--- src/rtl/seven_segment_scanner.sv ---
// Time-multiplexed common-anode seven-segment driver with dead-time gaps between digit slots.
// Optional leading-zero suppression is enabled by defining LEADING_ZERO_BLANK_EN.
module seven_segment_scanner #(
  parameter int unsigned DIGITS      = 4,
  parameter int unsigned REFRESH_DIV = 100000,
  parameter int unsigned DEAD_CYCLES = 2
) (
  input  logic                  clk,
  input  logic                  rstN,
  input  logic [4*DIGITS-1:0]   value,
  input  logic                  load,
  input  logic [DIGITS-1:0]     dpMask,
  input  logic                  blank,
  output logic [7:0]            leds,
  output logic [7:0]            sevenSegmentData,
  output logic [DIGITS-1:0]     sevenSegmentEnable,
  output logic                  scanWrap
);

  localparam int unsigned VAL_W = 4 * DIGITS;
  localparam int unsigned DIV_W = (REFRESH_DIV > 2) ? $clog2(REFRESH_DIV) : 1;
  localparam int unsigned IDX_W = (DIGITS > 2) ? $clog2(DIGITS) : 1;
  localparam logic [DIV_W-1:0] DIV_LAST = DIV_W'(REFRESH_DIV - 1);
  localparam logic [DIV_W-1:0] DEAD_END = DIV_W'(DEAD_CYCLES);
  localparam logic [IDX_W-1:0] IDX_LAST = IDX_W'(DIGITS - 1);

  logic [VAL_W-1:0]  held_value;
  logic [DIV_W-1:0]  div_count;
  logic [IDX_W-1:0]  digit_idx;

  logic [3:0]        nibble;
  logic              dp_sel;
  logic              suppress;
  logic [DIGITS-1:0] lz_mask;
  logic [6:0]        seg_on;
  logic [7:0]        data_next;
  logic [DIGITS-1:0] enable_next;
  logic              wrap_next;
  logic              in_dead;

  // Hex nibble to active-high gfedcba pattern.
  function automatic logic [6:0] decode(input logic [3:0] nib);
    logic [6:0] seg;
    case (nib)
      4'h0: seg = 7'h3F;
      4'h1: seg = 7'h06;
      4'h2: seg = 7'h5B;
      4'h3: seg = 7'h4F;
      4'h4: seg = 7'h66;
      4'h5: seg = 7'h6D;
      4'h6: seg = 7'h7D;
      4'h7: seg = 7'h07;
      4'h8: seg = 7'h7F;
      4'h9: seg = 7'h6F;
      4'hA: seg = 7'h77;
      4'hB: seg = 7'h7C;
      4'hC: seg = 7'h39;
      4'hD: seg = 7'h5E;
      4'hE: seg = 7'h79;
      default: seg = 7'h71;
    endcase
    return seg;
  endfunction

`ifdef LEADING_ZERO_BLANK_EN
  // A digit is dark when it and every more-significant nibble are zero; digit 0 always shows.
  always_comb begin
    lz_mask = '0;
    for (int i = 1; i < DIGITS; i++) begin
      lz_mask[i] = ((held_value >> (4 * i)) == '0);
    end
  end
`else
  always_comb begin
    lz_mask = '0;
  end
`endif

  // Select the active digit's nibble and flags, then form the next output words.
  always_comb begin
    nibble   = '0;
    dp_sel   = 1'b0;
    suppress = 1'b0;
    for (int i = 0; i < DIGITS; i++) begin
      if (digit_idx == IDX_W'(i)) begin
        nibble   = held_value[4*i +: 4];
        dp_sel   = dpMask[i];
        suppress = lz_mask[i];
      end
    end
    seg_on    = decode(nibble);
    in_dead   = (div_count < DEAD_END);
    data_next = ~{dp_sel & ~suppress, seg_on};
    if (blank || in_dead || suppress) begin
      enable_next = '1;
    end else begin
      enable_next = ~(DIGITS'(1) << digit_idx);
    end
    wrap_next = (div_count == '0) && (digit_idx == '0);
  end

  // Held value, scan counters and registered outputs.
  always_ff @(posedge clk) begin
    if (!rstN) begin
      held_value         <= '0;
      div_count          <= '0;
      digit_idx          <= '0;
      leds               <= 8'h00;
      sevenSegmentData   <= 8'hFF;
      sevenSegmentEnable <= '1;
      scanWrap           <= 1'b0;
    end else begin
      if (load) begin
        held_value <= value;
      end
      if (div_count == DIV_LAST) begin
        div_count <= '0;
        digit_idx <= (digit_idx == IDX_LAST) ? '0 : digit_idx + IDX_W'(1);
      end else begin
        div_count <= div_count + DIV_W'(1);
      end
      leds               <= held_value[7:0];
      sevenSegmentData   <= data_next;
      sevenSegmentEnable <= enable_next;
      scanWrap           <= wrap_next;
    end
  end

endmodule
--- config.mk ---
export PLATFORM = sky130hd
export DESIGN_NAME = seven_segment_scanner
export DESIGN_NICKNAME = d
export VERILOG_FILES = /design/src/rtl/seven_segment_scanner.sv
export SDC_FILE = /design/constraint.sdc
export NUM_CORES = 1
export LEC_CHECK = 0
export ABC_AREA = 1
export CAP_MARGIN = 20
export CORE_UTILIZATION = 45
export DETAILED_ROUTE_END_ITERATION = 10
export PLACE_DENSITY = 0.82
export SLEW_MARGIN = 20
export SYNTH_ARGS = -nofsm -noshare
export SYNTH_HDL_FRONTEND = slang
export SYNTH_SLANG_ARGS = --single-unit
--- constraint.sdc ---
create_clock -name clk -period 2.5 [get_ports clk]
set_clock_uncertainty 0.15 [all_clocks]
set_input_delay 0.25 -clock clk [delete_from_list [all_inputs] [get_ports clk]]
set_output_delay 0.25 -clock clk [all_outputs]
set_load 0.01 [all_outputs]
==> key figures <==
Critical path
  • R2R setup slack: 0.30 ns
  • Worst reg2reg startpoint: digit_idx[0]
  • Crit-path slowest cell: o21ai_0
  • Startpoint Class: register
  • WP data required: 2.56 ns
  • R2R depth: 8
  • Critical Setup Path Class: register to register
  • CP max FO: 10
  • CP Buf/Inv Count: 1
  • Critical path's top delay family: adder cells
  • CP Cell Sequence: ha_1, inv_1, o21ai_0, ha_1, nand3_1, nor2_1, nor2_1, nand2_1
  • CP Capture Type: register
  • RR Endpoint: sevenSegmentData[1]
  • Crit path DAT: 2.26 ns
  • Largest stage delay on the critical path: 0.43 ns

Timing
  • Slew Viols, Final: 0
  • Max Freq: 455 MHz
  • Slew HR: 67.5%
  • RSZ-0062 raised after global routing: false
  • Period utilization: 87.9%
  • Min Tclk post-route: 2.20 ns
  • Setup TNS: 0 ns
  • Final setup viols: 0
  • Worst-Margin Slew: 0.483 ns
  • Final hold violation count: 0

Floorplan
  • Row count: 27
  • Die Span Y: 77.9 um
  • Die Area: 0.00607 mm^2
  • Die Span X: 77.9 um
  • Core Area: 0.00554 mm^2
  • I/O Pins: 45
  • Starting Density: 46.8%

Power
  • Leak: 1.32 nW
  • PD cells: 523 mW/mm^2
  • Max VDD drop: 306 uV

Placed design
  • Estimated wirelength of the detail-placed design: 4.16 mm
  • I/O Buffers: 44
  • Gpl congestion: 0.906

CTS
  • Inserted Clock Buffers: 5
  • CTS tree: built
  • CTS Buffer Depth: 2
  • CTS H-tree lvls: 2
  • Clock Pin Slew Worst Setup and Hold Paths: 0.10 ns
  • Setup Fix Bufs, Post-CTS: 0
  • Later-pin clock latency in the skew report: 0.31 ns
  • Root Driver: clkbuf_8
  • Cts repair resizes: 0
  • Clk sinks: 56
  • # hold bufs at CTS: 0

Cells and area
  • Util after Layout: 57.2%
  • NumNets Final: 442
  • Fraction of layout cells with a size suffix above 1: 4.67%
  • Layout area overhead: 22.3%
  • Ant diodes: 0

GRT
  • Total Routing Usage GR: 18.6%
  • First-pass GRT wire length: 9.01 mm
  • Vias in the first global route: 2106
  • Antenna violations before repair: 0
  • Grt ovf: 0
  • Largest net degree at the start of global routing: 31

Route
  • Drt first pass iters: 4
  • Via density: 4.94
  • Vias post-DR: 2366
  • Detail Route Antenna Nets: 0
  • Total wire length: 5.40 mm
  • # DRC: 0
  • DR WL/cell: 11.3 um
  • Detailed Route Iter0 Violations: 133

Synthesis
  • Distinct cells, synth: 31
  • Synth Cell Area: 0.00259 mm^2
  • Top-count cell post-synth: nor2_1
  • Post-synth top cells: 65 x nor2_1, 64 x nand2_1, 56 x dfxtp_1
  • Post-Syn Nets: 398
  • Synth Area per Inst: 7.16 um^2
  • Gate Count Post-Synth: 362
  • EDFF count, synth: 0
  • Ys Warns: 0
  • #FFs+latches synth: 56
  • Ranking of synthesized cells by area: dfxtp_1 43%, nor2_1 9.4%, nand2_1 9.3%, nand3_1 6.6%, inv_1 6.2%
  • Top cell type by total area after synthesis: dfxtp_1
  • Post-synth top area share: 43.3%
  • Async SR Flop Fraction: 0%
  • Synth Flop Type: dfxtp_1
  • Post-synthesis sequential area ratio: 43.3%

Hold path
  • Hold Path Stages: 2
  • Hold_sp: held_value[4]
  • Hold Path End: leds[4]
  • HP Class: register to register

Outcome
  • Status: finished, final reports clean

Job
  • Max Cap Violations: 0
## worst register-to-register path: cells and delay by family (launching register included)
family | cells | cell delay [ns]
buffers and inverters | 1 | 0.15
AO/OA/AOI/OAI | 1 | 0.43
AND/OR/NAND/NOR | 4 | 0.27
adder cells (fa/ha/maj) | 2 | 0.70
flip-flops | 1 | 0.41
## per-layer routing
metal	up-vias	GRT usage, %	part of all wire [%]	wire length, um
met3	8	4.12	5.0	269
met1	1057	22.5	45	2410
met2	62	32.9	49	2650
li1	1239	-	-	-
met4	0	5.28	1.2	65
met5	-	0	0	0
## layout make-up
cell class                      instances  area [um^2]
Fill cell                             508         2370
Multi-Input combinational cell        251         1240
Sequential cell                        56         1120
Timing Repair Buffer                   46          455
Inverter                               46          173
Tap cell                               72         90.1
Clock buffer                            7         76.3
Clock inverter                          1         8.76
## cells in the final DEF (no fill, tap or decap), types with 3 or more instances in the layout
cell and n:
nand4_1 7, inv_1 43, nand3_1 34, clkbuf_8 5, o21ai_0 22, nor3_1 9, clkdlybuf4s50_1 44, ha_1 12
dfxtp_1 56, nand2_2 3, nand2_1 64, nor2_1 65, a21oi_1 18
## state kept, by name (all words and copies together) (netlist names)
| register | flops |
|---|---|
| leds | 8 |
| div_count | 17 |
| held_value | 16 |
| sevenSegmentEnable | 4 |
| sevenSegmentData | 8 |
| scanWrap | 1 |
| digit_idx | 2 |
## report_power, final
group	internal, W	switching [W]
logic	0.000109	0.000107
clock network	0.000201	0.000284
registers	0.000934	0.0000222
## worst max-delay path by stage
stage	startpoint	end	slack, ns	cells after the start
after CTS	digit_idx[0]	sevenSegmentData[3]	0.27	12
after floorplan	digit_idx[0]	sevenSegmentData[1]	0.51	12
final	digit_idx[0]	sevenSegmentData[1]	0.30	8
after detailed placement	digit_idx[0]	sevenSegmentData[3]	0.29	12
after global placement	digit_idx[0]	sevenSegmentData[1]	0.42	11
after global routing	digit_idx[0]	sevenSegmentData[1]	0.03	8
## cells by family after synthesis
family                     after synthesis  synth area share (%)
xor gates and xnor gates                 3                  1.01
adders and majority gates               12                  5.79
DFF                                     56                  43.3
buffers and inverters                   55                  8.74
and+or+nand+nor                        193                  32.6
AOI/OAI and AO/OA                       43                  8.55
## through the flow
| step | total power [W] | setup slack (ns) | hold slack (ns) | std cells | area, um^2 |
|---|---|---|---|---|---|
| global placement | 0.00119 | 0.425 | 0.264 | 471 | 3080 |
| finish | 0.00166 | 0.302 | 0.280 | 479 | 3170 |
| CTS | 0.00167 | 0.271 | 0.283 | 479 | 3170 |
| detailed placement | 0.00119 | 0.287 | 0.270 | 471 | 3080 |
| global route | 0.00173 | 0.0336 | 0.306 | 479 | 3170 |
| floorplan | 0.00109 | 0.511 | 0.216 | 362 | 2590 |
Power figures use the tool's default switching activity.
